File: src/rtl/cdc_hs_tx.sv
// Source-side four-phase handshake transmitter: registers a word and drives req_out toward an async domain.
// Optional handshake timeout is built when CDC_HS_TIMEOUT_EN is defined.
module cdc_hs_tx #(
    parameter int unsigned DATA_WIDTH     = 8,
    parameter int unsigned SYNC_STAGES    = 2,
    parameter int unsigned TIMEOUT_CYCLES = 1024
) (
    input  logic                  clk_f,
    input  logic                  rst_n,
    input  logic [DATA_WIDTH-1:0] data_in,
    input  logic                  valid_in,
    output logic                  ready_out,
    output logic [DATA_WIDTH-1:0] data_out,
    output logic                  req_out,
    input  logic                  ack_in,
    output logic                  done_out,
    output logic                  err_out
);

    typedef enum logic [1:0] {
        IDLE = 2'd0,
        REQ  = 2'd1,
        WAIT = 2'd2
    } state_t;

    state_t                 state;
    logic [SYNC_STAGES-1:0] ack_sync;
    logic                   ack_s;
    logic                   accept;
    logic                   timeout;

    // ack_in is only ever observed through this synchroniser
    always_ff @(posedge clk_f or negedge rst_n) begin
        if (!rst_n) begin
            ack_sync <= '0;
        end else begin
            ack_sync <= {ack_sync[SYNC_STAGES-2:0], ack_in};
        end
    end

    assign ack_s     = ack_sync[SYNC_STAGES-1];
    assign ready_out = (state == IDLE) && !ack_s;
    assign accept    = valid_in && ready_out;

`ifdef CDC_HS_TIMEOUT_EN
    localparam int unsigned CNT_W = $clog2(TIMEOUT_CYCLES);
    localparam logic [CNT_W-1:0] CNT_LAST = CNT_W'(TIMEOUT_CYCLES - 2);

    logic [CNT_W-1:0] to_cnt;
    logic             enter_wait;

    assign enter_wait = (state == REQ) && ack_s && !timeout;
    // Fires on the cycle whose closing edge brings the count to TIMEOUT_CYCLES-1
    assign timeout    = (state != IDLE) && (to_cnt == CNT_LAST);

    always_ff @(posedge clk_f or negedge rst_n) begin
        if (!rst_n) begin
            to_cnt <= '0;
        end else if (accept || enter_wait) begin
            to_cnt <= '0;
        end else if (state != IDLE) begin
            to_cnt <= to_cnt + CNT_W'(1);
        end
    end

    always_ff @(posedge clk_f or negedge rst_n) begin
        if (!rst_n) begin
            err_out <= 1'b0;
        end else begin
            err_out <= timeout;
        end
    end
`else
    assign timeout = 1'b0;
    assign err_out = 1'b0;
`endif

    // Handshake FSM; timeout wins over a same-cycle ack_s change
    always_ff @(posedge clk_f or negedge rst_n) begin
        if (!rst_n) begin
            state    <= IDLE;
            req_out  <= 1'b0;
            data_out <= '0;
            done_out <= 1'b0;
        end else begin
            done_out <= 1'b0;
            case (state)
                IDLE: begin
                    if (accept) begin
                        data_out <= data_in;
                        req_out  <= 1'b1;
                        state    <= REQ;
                    end
                end
                REQ: begin
                    if (timeout) begin
                        req_out <= 1'b0;
                        state   <= IDLE;
                    end else if (ack_s) begin
                        req_out <= 1'b0;
                        state   <= WAIT;
                    end
                end
                WAIT: begin
                    if (timeout) begin
                        state <= IDLE;
                    end else if (!ack_s) begin
                        done_out <= 1'b1;
                        state    <= IDLE;
                    end
                end
                default: begin
                    req_out <= 1'b0;
                    state   <= IDLE;
                end
            endcase
        end
    end

endmodule

File: config.mk
export PLATFORM = sky130hd
export DESIGN_NAME = cdc_hs_tx
export DESIGN_NICKNAME = d
export VERILOG_FILES = /design/src/rtl/cdc_hs_tx.sv
export SDC_FILE = /design/constraint.sdc
export NUM_CORES = 1
export LEC_CHECK = 0
export BUFFER_PORTS_ARGS = -buffer_cell sky130_fd_sc_hd__buf_2
export CAP_MARGIN = 20
export CORE_UTILIZATION = 35
export DETAILED_ROUTE_END_ITERATION = 10
export PLACE_DENSITY = 0.59
export SKIP_LAST_GASP = 1
export SLEW_MARGIN = 10
export SYNTH_ARGS = -nofsm -noshare
export SYNTH_HDL_FRONTEND = slang
export SYNTH_SLANG_ARGS = --single-unit
File: constraint.sdc
create_clock -name clk_f -period 3 [get_ports clk_f]
set_input_delay 0.6 -clock clk_f [delete_from_list [all_inputs] [get_ports clk_f]]
set_output_delay 0.6 -clock clk_f [all_outputs]
set_load 0.02 [all_outputs]
* After elaboration in Yosys (flattened, before gate mapping) *
Cells that the tools add are included.

cells by class
  bitwise operators = 1
  reductions and logical operators = 7
  equal/unequal tests = 5
  mux-type cells = 9

operator list
  cell                  number
  $mux W2               3
  $ne A2 B2 Y1 const B  3
  $pmux W2 S3           1
  $reduce_and A3 Y1     2
  $mux W1               4
  $pmux W1 S3           1
  $eq A2 B1 Y1 const B  1
  $eq A2 B2 Y1 const B  1
  $logic_and A1 B1 Y1   2
  $logic_not A2 Y1      1
  $reduce_and A2 Y1     1
  $logic_not A1 Y1      1
  $not A1 Y1            1

word-level totals
  register bits after elaboration = 14
  output and inout bits = 12
  logic and storage cells = 27
  input bits = 12

* Depth between registers and ports, before layout *
Gate-level depths: netlist of run 1.

  depth after elaboration = 5
  gate-level depth with buffers = 2
  depth with buffers taken out = 2

* Least setup slack after synthesis of run 1 *
Ideal clock, no wire load.

  path kind = register to output
  start point = register state[0]
  end point = output ready_out
  stages on the path, launching flop included = 2
  path slack = 1.439 ns
  arrival = 0.961 ns
  data required time = 2.400 ns
  buffers on the path = 0
  cell sequence = dfrtp_1 -> nor3_1

between the ends
  cells in the longest elaborated chain, start to end = 2

RTL lines
  element                 line  RTL
  start, declared         26    state_t state;
  start signal, assigned  81    state <= IDLE;
  start signal, assigned  92    state <= REQ;
  start signal, assigned  98    state <= IDLE;
  $logic_not A2 Y1        42    assign ready_out = (state == IDLE) && !ack_s;
  $logic_and A1 B1 Y1     42
  end, declared           12    output logic ready_out,

Every way passes these cells.

* Final worst setup path of run 1 *
Same ends and word-level chain as after synthesis.

==> implementation parameters, run 1 <==
Parameter                              Value

STA
  Headroom to the max-slew limit ... around three fifths
  F_max ... between 500 and 600 MHz
  Clock period minus final worst setup slack ... between 1.5 and 2 ns
  Count of endpoints failing hold in the final timing report ... 0
  Max-slew violation count ... 0
  RSZ-0062 raised after global routing ... no
  Final number of setup-violating endpoints ... 0
  Tcrit/Tclk final ... between 50% and 60%
  Summed negative setup slack over all endpoints ... 0 ns
  Worst-margin pin slew ... between 0.6 and 0.7 ns
  Largest clock skew in the final design ... ~0.0021 ns

Worst setup path
  Critical Path Fanout Max ... 6
  Crit path capture type ... output port
  Largest delay share family, worst path ... flip-flops
  Slowest stage cell, crit path ... dfrtp_1
  Path length in cells of the critical path ... 2
  Kind of start point of the critical path ... flip-flop
  Maximum cell stage delay along the critical path ... about 0.46 ns
  Data arrival time of the worst path ... 1.14 ns
  Number of cells on the worst reg-to-reg path ... 2
  Count of buffering cells on the critical path with inverters included ... 1
  Type of the setup path with the least slack ... reg2out
  WP data required ... about 2.4 ns
  Cells traversed along the worst timing path ... nor3_1 > buf_2

Run status
  Status ... finished clean

Synth
  Number of synthesized register bits ... 14
  Top cell type's share of synthesized area ... about two thirds
  Number of distinct library cells after synthesis ... 13
  Net count of the mapped netlist ... 45
  Leading post-synthesis cells by cell area ... dfrtp_1, mux2_2, nor4b_4
  Cell area after synthesis ... about 530 um^2
  Sequential cell area fraction in the yosys report ... between 60% and 70%
  Yosys Warn Count ... 0
  Cell type contributing the most total cell area after synthesis ... dfrtp_1
  Number of standard cells after synthesis ... 33
  Avg Inst Size Synth ... 16.2 um^2

Die
  Die outline area ... 1680 um^2
  Height of the die ... just over 40 um
  Horizontal die dimension ... 41.0 um
  Initial Util ... between 30% and 40%
  Top-level port count ... 24
  Row Count ... 13
  Placeable Area ... between 1000 and 1500 um^2

Run
  MaxCap Viol Count ... 0

Placed design
  HPWL after detailed placement ... around 640 um
  Gpl congestion ... 0.578
  Placed instance area ... about 650 um^2
  Port Buf Inserts ... 22

Layout
  Antenna diode count ... 0
  Filler Cells Inserted ... between 100 and 150
  Final layout net count ... between 70 and 80
  Area growth from synthesis to layout ... 27.0%
  Share of cells above drive strength 1 ... a little over three fifths
  Post-route cell area ... 677 um^2

Global routing
  Global routing usage summed across all routing layers ... 11.9%
  Vias in the first global route ... 318
  Met2 global-route usage ... 19.9%
  Busiest grt layer ... met2
  GRT overflow ... 0
  Grt met1 use ... a little over an eighth
  Wire length of the first global-routing pass ... 1240 um
  Pin count of the biggest net entering global routing ... 15
  Grt met3 use ... about 3.3%
  Number of antenna violations at the first check in global routing ... 0

Clock tree
  Post-CTS Hold Buffers ... 0
  Setup Buffers After CTS ... 0
  H-tree level count ... 1
  Number of buffers on the longest clock path ... 2
  Clock tree root driver cell ... clkbuf_4
  Clock buffers created by TritonCTS ... 3
  Total clock sinks ... 14
  Count of instances resized after the clock tree is built ... 0
  Clock latency at the later pin of the worst-skew pair ... around 0.27 ns
  Clk slew on worst S/H paths ... 0.08 ns
  TritonCTS clock tree ... done

Pwr
  Power density relative to cell area ... between 700 and 800 nW/um^2
  Post-layout total power ... 501 uW
  IR Drop Worst-Case VDD ... 0.341 mV
  Leak ... around 0.33 nW

Detailed routing
  Aggregate routed wire length ... between 800 and 900 um
  DR iter-0 viols ... 3
  Routed via count ... around 350
  Detail Route Antenna Nets ... 0
  DR vias/cell ... ~4.8
  Final routed wire length divided by cell count ... between 10 and 15 um
  Detailed Routing Iterations Pass 1 ... 2
  Count of unresolved DRC violations after routing ... 0

Min path
  Path class of the lowest-slack min-delay path ... in2async
## per-stage QoR
step | instances | utilization, % | setup WS (ns) | hold slack, ns
final | 72 | 49.5 | 1.26 | 0.210
after global placement | 69 | 47.9 | 1.27 | 0.334
after detailed placement | 69 | 47.9 | 1.22 | 0.335
after global routing | 72 | 49.5 | 1.22 | 0.232
after floorplan | 33 | - | 1.44 | 0.304
after CTS | 72 | 49.5 | 1.26 | 0.210
## power by group
part / switching (mW) / total [mW] / internal [mW] / leakage, nW
clock: 0.0531 / 0.0995 / 0.0464 / 0.0138
combinational: 0.0820 / 0.149 / 0.0675 / 0.153
sequential: 0.0235 / 0.252 / 0.229 / 0.167
total: 0.159 / 0.501 / 0.342 / 0.334
## logic make-up (layout without fill, tap and decap cells)
kind of cell	after synthesis	count (layout)	synth area share, %
muxes	8	8	16.9
other	1	1	0.704
buffers and inverters	1	25	1.41
DFF	14	14	65.7
AOI/OAI and AO/OA	2	2	3.29
and+or+nand+nor	6	6	10.3
xor gates and xnor gates	1	1	1.64
## registers in the layout, indices dropped and copies added, names as in the netlist
signal,cells
req_out,1
state,2
done_out,1
ack_sync,2
data_out,8
## metal layers
layer / part of all wire (%) / vias up / routed length, um
li1: - / 162 / -
met1: 44 / 172 / 373
met2: 48 / 15 / 404
met3: 7.7 / 0 / 65
met4: 0 / 0 / 0
met5: 0 / - / 0
## synth_stat cells, drive strengths merged
library cell / n
mux2: 8
a211o: 1
dfrtp: 14
nor3b: 1
nor2: 1
and2: 1
conb: 1
and2b: 1
buf: 1
nor4b: 1
xor2: 1
nor3: 1
o21a: 1
## worst paths after layout
| path | from | to | slack [ns] |
|---|---|---|---|
| max | state[0] | ready_out | 1.26 |
| min | rst_n | state[0] | 0.21 |
| max reg2reg | state[0] | data_out[7] | 1.39 |
| min reg2reg | ack_sync[0] | ack_sync[1] | 0.35 |
| max in group asynchronous | rst_n | data_out[5] | 2.56 |
| min in group clk_f | ack_sync[0] | ack_sync[1] | 0.35 |
## area by class of cell
type	instances	area (um^2)	area share (%)
sequential	14	350	51.8
multi-input combinational	18	175	25.9
timing repair buffer	22	110	16.3
clock buffer	3	22.5	3.33
tap	15	18.8	2.77
## placed cells by master (no fill, tap or decap), drive strengths merged
cell type	instances
clkbuf	3
nor3b	1
and2	1
buf	22
a211o	1
nor2	1
nor4b	1
xor2	1
mux2	8
and2b	1
conb	1
dfrtp	14
o21a	1
nor3	1
Power figures use the tool's default switching activity.
==> run 2: changes to the inputs <==
clock period = 1.6 ns   (was 3 ns; I/O delays follow)
==> run 2 against run 1 <==
  * Global-route usage grew 1.1 points
  * Setup slack worse by 1.1 ns
  * Sequential share of layout area down 2.8 points
  * Largest cell class unchanged
  * Register-to-register slack lost 1.2 ns
  * Count of clock-buffer cells in the layout increased by 1
  * Critical endpoint unchanged
  * Critical path depth did not move
  * Largest power group unchanged
  * Sequential power increased by 87%
  * Non-clock buffer count rose by 3
  * Die area is the same
  * Clock skew down 0.00086 ns
  * First-iteration DRC count is 67% lower
==> implementation parameters, run 2 (synthesis gave the netlist of run 1 again) <==
Parameter                              Value

STA
  Count of endpoints failing hold in the final timing report ... 0 (unchanged)
  RSZ-0062 raised after global routing ... no
  F_max ... approximately 680 MHz
  Worst hold margin ... 0.149 ns (-0.0607 ns)
  Max-slew violation count ... 0 (unchanged)
  Largest clock skew in the final design ... 0.00122 ns (-0.000859 ns)
  Final number of setup-violating endpoints ... 0 (unchanged)
  Tcrit/Tclk final ... between 90% and 100%
  Summed negative setup slack over all endpoints ... 0 ns (unchanged)
  Clock period minus final worst setup slack ... 1.47 ns

Die
  Initial Util ... 39.0% (unchanged)
  Horizontal die dimension ... 41.0 um (unchanged)
  Die outline area ... 1680 um^2 (unchanged)
  Height of the die ... 41.0 um (unchanged)
  Placeable Area ... 1370 um^2 (unchanged)
  Row Count ... 13 (unchanged)
  Top-level port count ... 24 (unchanged)

Clock tree
  Clk slew on worst S/H paths ... 0.08 ns (about the same)
  Clock latency at the later pin of the worst-skew pair ... 0.27 ns (about the same)
  Clock tree root driver cell ... clkbuf_4
  TritonCTS clock tree ... done
  Count of instances resized after the clock tree is built ... 0 (unchanged)
  H-tree level count ... 1 (unchanged)
  Total clock sinks ... 14 (unchanged)
  Post-CTS Hold Buffers ... 1 (+1)
  Setup Buffers After CTS ... 0 (unchanged)
  Number of buffers on the longest clock path ... 2 (unchanged)
  Clock buffers created by TritonCTS ... 3 (unchanged)

Layout
  Area growth from synthesis to layout ... 34.3%
  Largest regs ... data_out (8), ack_sync (2), state (2)
  Filler Cells Inserted ... 126 (-14%)
  Final cell utilization of the core ... 52.4% (+2.8 points)
  Max FFs per register ... 8 (unchanged)
  Register with the highest flop count ... data_out
  Commonest cells after routing, fill and taps aside ... buf_2, dfrtp_1, mux2_2
  Antenna diode count ... 0 (unchanged)
  Final layout net count ... 74 (+4.2%)
  Share of cells above drive strength 1 ... 63.9% (+0.78 points)
  Most common cell after layout, fill and taps aside ... buf_2
  Filler-free cell count of the finished design ... 76 (+5.6%)

Pwr
  Power density relative to cell area ... 1410 nW/um^2 (+90%)
  Post-layout total power ... 1.01 mW (+100%)
  IR Drop Worst-Case VDD ... 0.613 mV (+80%)
  Leak ... 0.356 nW (+6.5%)

Worst setup path
  Critical Path Fanout Max ... 6 (unchanged)
  Data arrival time of the worst path ... 1.15 ns (about the same)
  WP data required ... 1.28 ns (-1.12 ns)
  Count of buffering cells on the critical path with inverters included ... 1 (unchanged)
  Crit path capture type ... output port
  Maximum cell stage delay along the critical path ... 0.47 ns (about the same)
  Largest delay share family, worst path ... flip-flops
  Slowest stage cell, crit path ... dfrtp_1
  Kind of start point of the critical path ... flip-flop
  Cells traversed along the worst timing path ... nor3_1 > buf_2
  Type of the setup path with the least slack ... reg2out

Placed design
  Port Buf Inserts ... 22 (unchanged)
  Gpl congestion ... 0.620 (+7.1%)
  Dpl cells ... 71 (+2.9%)

Detailed routing
  Routed via count ... 347 (-0.57%)
  Aggregate routed wire length ... 842 um (-0.12%)
  Detail Route Antenna Nets ... 0 (unchanged)
  Count of unresolved DRC violations after routing ... 0 (unchanged)
  Final routed wire length divided by cell count ... 11.1 um (-5.4%)
  DR vias/cell ... 4.57 (-5.8%)
  Detailed Routing Iterations Pass 1 ... 2 (unchanged)
  DR iter-0 viols ... 1 (-2)

Global routing
  Pin count of the biggest net entering global routing ... 15 (unchanged)
  GRT overflow ... 0 (unchanged)
  Wire length of the first global-routing pass ... 1330 um (+7.8%)
  Vias in the first global route ... 341 (+7.2%)
  Global routing usage summed across all routing layers ... 13.0% (+1.1 points)
  Number of antenna violations at the first check in global routing ... 0 (unchanged)

Run
  MaxCap Viol Count ... 0 (unchanged)

Run status
  Status ... finished clean

Min path
  Path class of the lowest-slack min-delay path ... in2reg
## run 2: cell count changes in the layout (fill, tap and decap cells not counted), sizes merged
cell | previous run | this run
dlygate4sd3 | 0 | 1
buf | 22 | 24
clkbuf | 3 | 4
## run 2: worst reg2reg max path, stage by stage, from the launching register on
cell and delay (ns):
dfrtp_1 0.47, nor4b_4 0.31, buf_4 0.18, mux2_2 0.34
## run 2: layout make-up
cell class | instances | area, um^2 | share of cell area, %
clock buffers | 4 | 36.3 | 5.07
multi-input cells | 18 | 175 | 24.5
repair buffers | 25 | 135 | 18.9
flip-flops and latches | 14 | 350 | 49.0
well taps | 15 | 18.8 | 2.62
## run 2: through the flow
stage	setup slack, ns	cell area (um^2)
2_1_floorplan	0.159	533
3_3_place_gp	0.212	669
3_5_place_dp	0.199	669
4_1_cts	0.120	716
5_1_grt	0.0369	716
6_report	0.133	716
## run 2: layer usage
layer | wire length, um | track usage [%] | vias to the layer above
met2 | 361 | 18.4 | 19
met1 | 392 | 15.7 | 159
met5 | 0 | 0 | -
met4 | 0 | 2.50 | 0
li1 | - | - | 169
met3 | 88 | 9.78 | 0
## run 2: path summary, 6_finish.rpt
path	from	endpoint	slack (ns)	cells after the start
worst max-delay path	state[0]	ready_out	0.13	2
worst min-delay path	ack_in	ack_sync[0]	0.15	1
worst max register to register	state[0]	data_out[1]	0.19	3
worst min register to register	ack_sync[0]	ack_sync[1]	0.36	0
max in group asynchronous	rst_n	state[0]	0.91	2
min in group asynchronous	rst_n	req_out	0.46	2
## run 2: power breakdown
part | leakage, nW | switching (mW) | internal [mW] | total, mW
sequential | 0.167 | 0.0434 | 0.429 | 0.472
clock | 0.0210 | 0.107 | 0.138 | 0.246
combinational | 0.168 | 0.155 | 0.133 | 0.288
